## src/rtl/gcd_job_driver.sv

```systemverilog
// gcd_job_driver
//   Initiator-side front end for the _gcd core. Takes one operand pair at a
//   time from a valid/ready input stream, runs it through the core (or
//   resolves it locally when an operand is zero), and offers the result on a
//   valid/ready output stream. A job that the core never finishes is
//   abandoned after TIMEOUT wait cycles and reported as a timeout.
//
// Ports
//   _clock, _reset          clock (rising edge), async active-low reset
//   _in_valid/_in_ready     operand stream handshake, operands _in_a/_in_b
//   _core_start/_num0/_num1 request to the core, held for the whole job
//   _core_greatest/_success core result
//   _out_valid/_out_ready   result stream handshake, _out_gcd/_out_timeout
//   _busy                   a job is in flight
//   _job_count              completed output handshakes (wraps)
module gcd_job_driver #(
    parameter int W       = 8,
    parameter int TIMEOUT = 64,
    parameter int CW      = 16
) (
    input  logic          _clock,
    input  logic          _reset,
    input  logic          _in_valid,
    input  logic [W-1:0]  _in_a,
    input  logic [W-1:0]  _in_b,
    output logic          _in_ready,
    output logic          _core_start,
    output logic [W-1:0]  _core_num0,
    output logic [W-1:0]  _core_num1,
    input  logic [W-1:0]  _core_greatest,
    input  logic          _core_success,
    output logic          _out_valid,
    output logic [W-1:0]  _out_gcd,
    output logic          _out_timeout,
    input  logic          _out_ready,
    output logic          _busy,
    output logic [CW-1:0] _job_count
);

    localparam int TW = (TIMEOUT > 2) ? $clog2(TIMEOUT) : 1;
    localparam logic [TW-1:0] TLAST = TW'(TIMEOUT - 1);

    typedef enum logic [1:0] {IDLE, ISSUE, WAIT, RESULT} state_t;

    state_t        state, state_d;
    logic [W-1:0]  num0_d, num1_d, gcd_d;
    logic          to_d;
    logic [TW-1:0] cnt, cnt_d;
    logic [CW-1:0] jc_d;
    logic          in_ready_d, start_d, out_valid_d, busy_d;

    always_comb begin
        state_d = state;
        num0_d  = _core_num0;
        num1_d  = _core_num1;
        gcd_d   = _out_gcd;
        to_d    = _out_timeout;
        cnt_d   = cnt;
        jc_d    = _job_count;
        case (state)
            IDLE: begin
                if (_in_valid) begin
                    if (_in_a == '0 || _in_b == '0) begin
                        // gcd(x,0) = x and gcd(0,0) = 0 both fall out of a|b
                        gcd_d   = _in_a | _in_b;
                        to_d    = 1'b0;
                        state_d = RESULT;
                    end else begin
                        num0_d  = _in_a;
                        num1_d  = _in_b;
                        state_d = ISSUE;
                    end
                end
            end
            ISSUE: begin
                // success may still be high from the previous job here, so
                // it is deliberately not looked at
                cnt_d   = '0;
                state_d = WAIT;
            end
            WAIT: begin
                // success is checked first so it wins over a same-cycle timeout
                if (_core_success) begin
                    gcd_d   = _core_greatest;
                    to_d    = 1'b0;
                    state_d = RESULT;
                end else if (cnt == TLAST) begin
                    gcd_d   = '0;
                    to_d    = 1'b1;
                    state_d = RESULT;
                end else begin
                    cnt_d = cnt + 1'b1;
                end
            end
            RESULT: begin
                if (_out_ready) begin
                    jc_d    = _job_count + 1'b1;
                    state_d = IDLE;
                end
            end
            default: state_d = IDLE;
        endcase

        // status outputs are decoded from the next state so they come
        // straight out of flops
        in_ready_d  = (state_d == IDLE);
        start_d     = (state_d == ISSUE) || (state_d == WAIT);
        out_valid_d = (state_d == RESULT);
        busy_d      = (state_d != IDLE);
    end

    always_ff @(posedge _clock or negedge _reset) begin
        if (!_reset) begin
            state        <= IDLE;
            _core_num0   <= '0;
            _core_num1   <= '0;
            _out_gcd     <= '0;
            _out_timeout <= 1'b0;
            cnt          <= '0;
            _job_count   <= '0;
            _in_ready    <= 1'b1;
            _core_start  <= 1'b0;
            _out_valid   <= 1'b0;
            _busy        <= 1'b0;
        end else begin
            state        <= state_d;
            _core_num0   <= num0_d;
            _core_num1   <= num1_d;
            _out_gcd     <= gcd_d;
            _out_timeout <= to_d;
            cnt          <= cnt_d;
            _job_count   <= jc_d;
            _in_ready    <= in_ready_d;
            _core_start  <= start_d;
            _out_valid   <= out_valid_d;
            _busy        <= busy_d;
        end
    end

endmodule

```

## config.mk

```make
export PLATFORM = sky130hd
export DESIGN_NAME = gcd_job_driver
export DESIGN_NICKNAME = d
export VERILOG_FILES = /design/src/rtl/gcd_job_driver.sv
export SDC_FILE = /design/constraint.sdc
export NUM_CORES = 1
export LEC_CHECK = 0
export ABC_AREA = 1
export CORE_UTILIZATION = 40
export CTS_BUF_LIST = sky130_fd_sc_hd__clkbuf_4 sky130_fd_sc_hd__clkbuf_8
export DETAILED_ROUTE_END_ITERATION = 16
export GPL_TIMING_DRIVEN = 0
export PLACE_DENSITY = 0.72
export SKIP_CTS_REPAIR_TIMING = 1
export SYNTH_ARGS = -nofsm -noshare
export SYNTH_HDL_FRONTEND = slang
export SYNTH_SLANG_ARGS = --single-unit
```

## constraint.sdc

```tcl
create_clock -name _clock -period 1.6 [get_ports _clock]
set_clock_uncertainty 0.05 [all_clocks]
set_input_delay 0.24 -clock _clock [delete_from_list [all_inputs] [get_ports _clock]]
set_output_delay 0.24 -clock _clock [all_outputs]
set_load 0.005 [all_outputs]
```

==> out/results.tsv <==
stage	metric	value	unit
timing	setup_viol_count_final	0	
route	viasPerCell	4.85	
synth	synthTopCellsByArea	dfrtp_1, nand2_1, inv_1	
clocking	h-tree-depth	2	
route	drc_errors	0	
clocking	clk_pin_slew_worst_paths	100	ps
route	vias	2341	
finish	layout_commonest_cell	nand2_1	
synth	synth-seq-cells	53	
synth	syn-num-nets	343	
placement	placed_cell_area	3420	µm²
floorplan	ios	74	
floorplan	core_area	6100	µm²
critical_path	regToRegSetupSlack	50	ps
clocking	cts_num_sinks	53	
critical_path	critPathKind	reg -> out	
job	cap_violations	0	
timing	fin_crit_sh	97.3	%
grt	grt_pass1_wl	9880	µm
timing	rsz0062_at_grt	yes	
critical_path	cp-end-kind	output port	
route	dr.pass1.iters	4	
timing	slew_headroom	60.8	%
timing	worst_pin_slew	582	ps
synth	yosysSeqAreaShare	51.3	%
placement	portBuffers	72	
min_path	min-delay-path-class	in -> async	
floorplan	dieArea	6800	µm²
power	clkPwrFrac	16.8	%
floorplan	start_util	42.5	%
synth	ys_warn_count	0	
timing	final-max-slew-violation-count	0	
finish	synthToLayoutAreaGrowth	45.1	%
finish	n_antenna_cell	0	
critical_path	startpoint_type	flip-flop	
route	wl_per_cell	13.3	µm
finish	final_cell_mix	nand2_1, clkdlybuf4s50_1, dfrtp_1	
critical_path	cp_data_required_time	1310	ps
critical_path	max_stage_delay	530	ps
grt	antenna_found_initial	0	
placement	gp_congestion	0.861	
floorplan	die_y	82.5	µm
critical_path	rr_endpoint	_out_gcd[1]	
power	p_int	3.58	mW
clocking	tritoncts	done	
route	ant_nets	0	
power	swShare	35.8	%
timing	fmax	0.642	GHz
clocking	cts_buffers	5	
finish	utilization	61.7	%
synth	yosysTopAreaCellShare	50.2	%
timing	min_period	1560	ps
clocking	clockBufferDepth	2	
critical_path	arrival	1270	ps
power	comb_power_share	44.8	%
clocking	clockRootBuffer	clkbuf_8	
power	seqPwrFrac	38.3	%
clocking	clkLatencyLatePin	310	ps
finish	stdcell_area	3760	µm²
critical_path	crit_slowest_cell	clkdlybuf4s50_1	
synth	yosysTopAreaCell	dfrtp_1	
critical_path	critPathBufInv	1	
route	detail_route.iter0.violations	116	
grt	grt_usage	19.6	%
power	finalPower	5.58	mW
synth	postSynthAreaPerCell	8.38	µm²
synth	netlist_area	2590	µm²
critical_path	reg2reg_depth	8	
placement	hpwl	4700	µm
route	wirelength	6420	µm
power	p_leak	1.86	nW
power	ir_worst_vdd	0.00111	V
critical_path	cp_max_fo	4	
power	powerDensity	1480	nW/µm²
critical_path	rr_startpoint	cnt[1]	
power	p_sw	2.00	mW
finish	drive_above_1_share	13.7	%
critical_path	cp_cell_sequence	clkdlybuf4s50_1	
finish	nets	441	
run_status	status	finished clean	
grt	grt_pass1_vias	2201	
grt	overflow	0	
critical_path	cp_top_family	buffers and inverters	
synth	netlist-cell-type-count	25	
timing	hold_viol_final	0	
floorplan	row_count	28	
floorplan	die_x	82.5	µm
synth	synthCells	309	
grt	grt_max_degree	37	
[layout make-up]
class                   count  area (µm²)
fillers                   536        2340
well taps                  75        93.8
clock inverters             2        38.8
inverters                  42         158
multi-input cells         210        1150
plain buffers               5        27.5
flip-flops and latches     53        1330
clock buffers               6        76.3
repair buffers             90         881
[routing by layer]
layer / part of all wire, % / GRT usage [%] / up-vias / routed length (µm)
li1: - / - / 1163 / -
met1: 44 / 24.9 / 1111 / 2830
met2: 50 / 32.3 / 59 / 3180
met3: 4.8 / 4.95 / 8 / 308
met4: 1.5 / 7.19 / 0 / 99
met5: 0 / 0 / - / 0
[kinds of logic (layout without fill, tap and decap cells)]
kind of cell | Yosys count | in the layout | synth area share [%]
AND/OR/NAND/NOR | 156 | 157 | 27.6
buffers and inverters | 47 | 145 | 7.05
XOR/XNOR | 16 | 16 | 5.41
flip-flops | 53 | 53 | 51.3
AO/OA/AOI/OAI | 32 | 32 | 6.28
adder cells (fa/ha/maj) | 5 | 5 | 2.42
[flip-flops by register name, indices dropped and copies added, names as in the netlist]
name	count
_busy	1
_core_num0	8
_core_num1	8
_core_start	1
_in_ready	1
_job_count	16
_out_gcd	8
_out_timeout	1
_out_valid	1
cnt	6
state	2
[through the flow]
step / std cells / hold slack [ps] / worst slack, ps / TNS, ps
final: 483 / 340 / 43.5 / 0
after CTS: 465 / -191 / -102 / -786
after detailed placement: 457 / 149 / -298 / -7110
after floorplan: 309 / -106 / 97.1 / 0
after global routing: 483 / 364 / -46.8 / -593
after global placement: 456 / 408 / -1360 / -77290
[power groups by stage]
stage	Sequential (mW)	Combinational (mW)	Clock, mW
2_1_floorplan	2.14	1.08	0
3_3_place_gp	2.13	2.22	0
3_5_place_dp	2.15	2.26	0
4_1_cts	2.13	2.27	0.944
5_1_grt	2.20	2.81	1.00
6_report	2.14	2.50	0.940
[cells in the mapped netlist]
| cell type | n |
|---|---|
| nand2_1 | 96 |
| dfrtp_1 | 52 |
| inv_1 | 41 |
| o21ai_0 | 28 |
| nand3_1 | 26 |
| nor2_1 | 16 |
| xor2_1 | 12 |
| ha_1 | 5 |
| buf_2 | 4 |
| xnor2_1 | 4 |
| nand4_1 | 3 |
| nor2_2 | 3 |
| nor2_4 | 3 |
| nor3_1 | 3 |
| nor2_8 | 2 |
| o21ai_1 | 2 |
| a21oi_1 | 1 |
| clkbuf_2 | 1 |
| dfstp_2 | 1 |
| inv_2 | 1 |
| nand2_2 | 1 |
| nand2_4 | 1 |
| nand3_2 | 1 |
| nor3_2 | 1 |
| o211ai_1 | 1 |
[worst register-to-register path: stages, from the launching register on]
cell     delay (ps)
dfrtp_1         450
ha_4            180
nand3_4          90
nor2_4          180
nor2_8           70
nor2_8          200
nand2_2         120
nand2_1          70
nand2_1          50
[how the worst max path moves through the flow]
| stage | start | to | depth (start not counted) |
|---|---|---|---|
| 2_1_floorplan | cnt[0] | _out_valid | 6 |
| 4_1_cts | cnt[0] | _out_valid | 6 |
| 6_report | _job_count[6] | _job_count[6] | 1 |
| 3_5_place_dp | _in_b[1] | _out_gcd[3] | 9 |
| 3_3_place_gp | _reset | _job_count[10] | 1 |
| 5_1_grt | state[1] | _core_num1[4] | 7 |
Note: power is estimated with default switching activity, not from simulation.
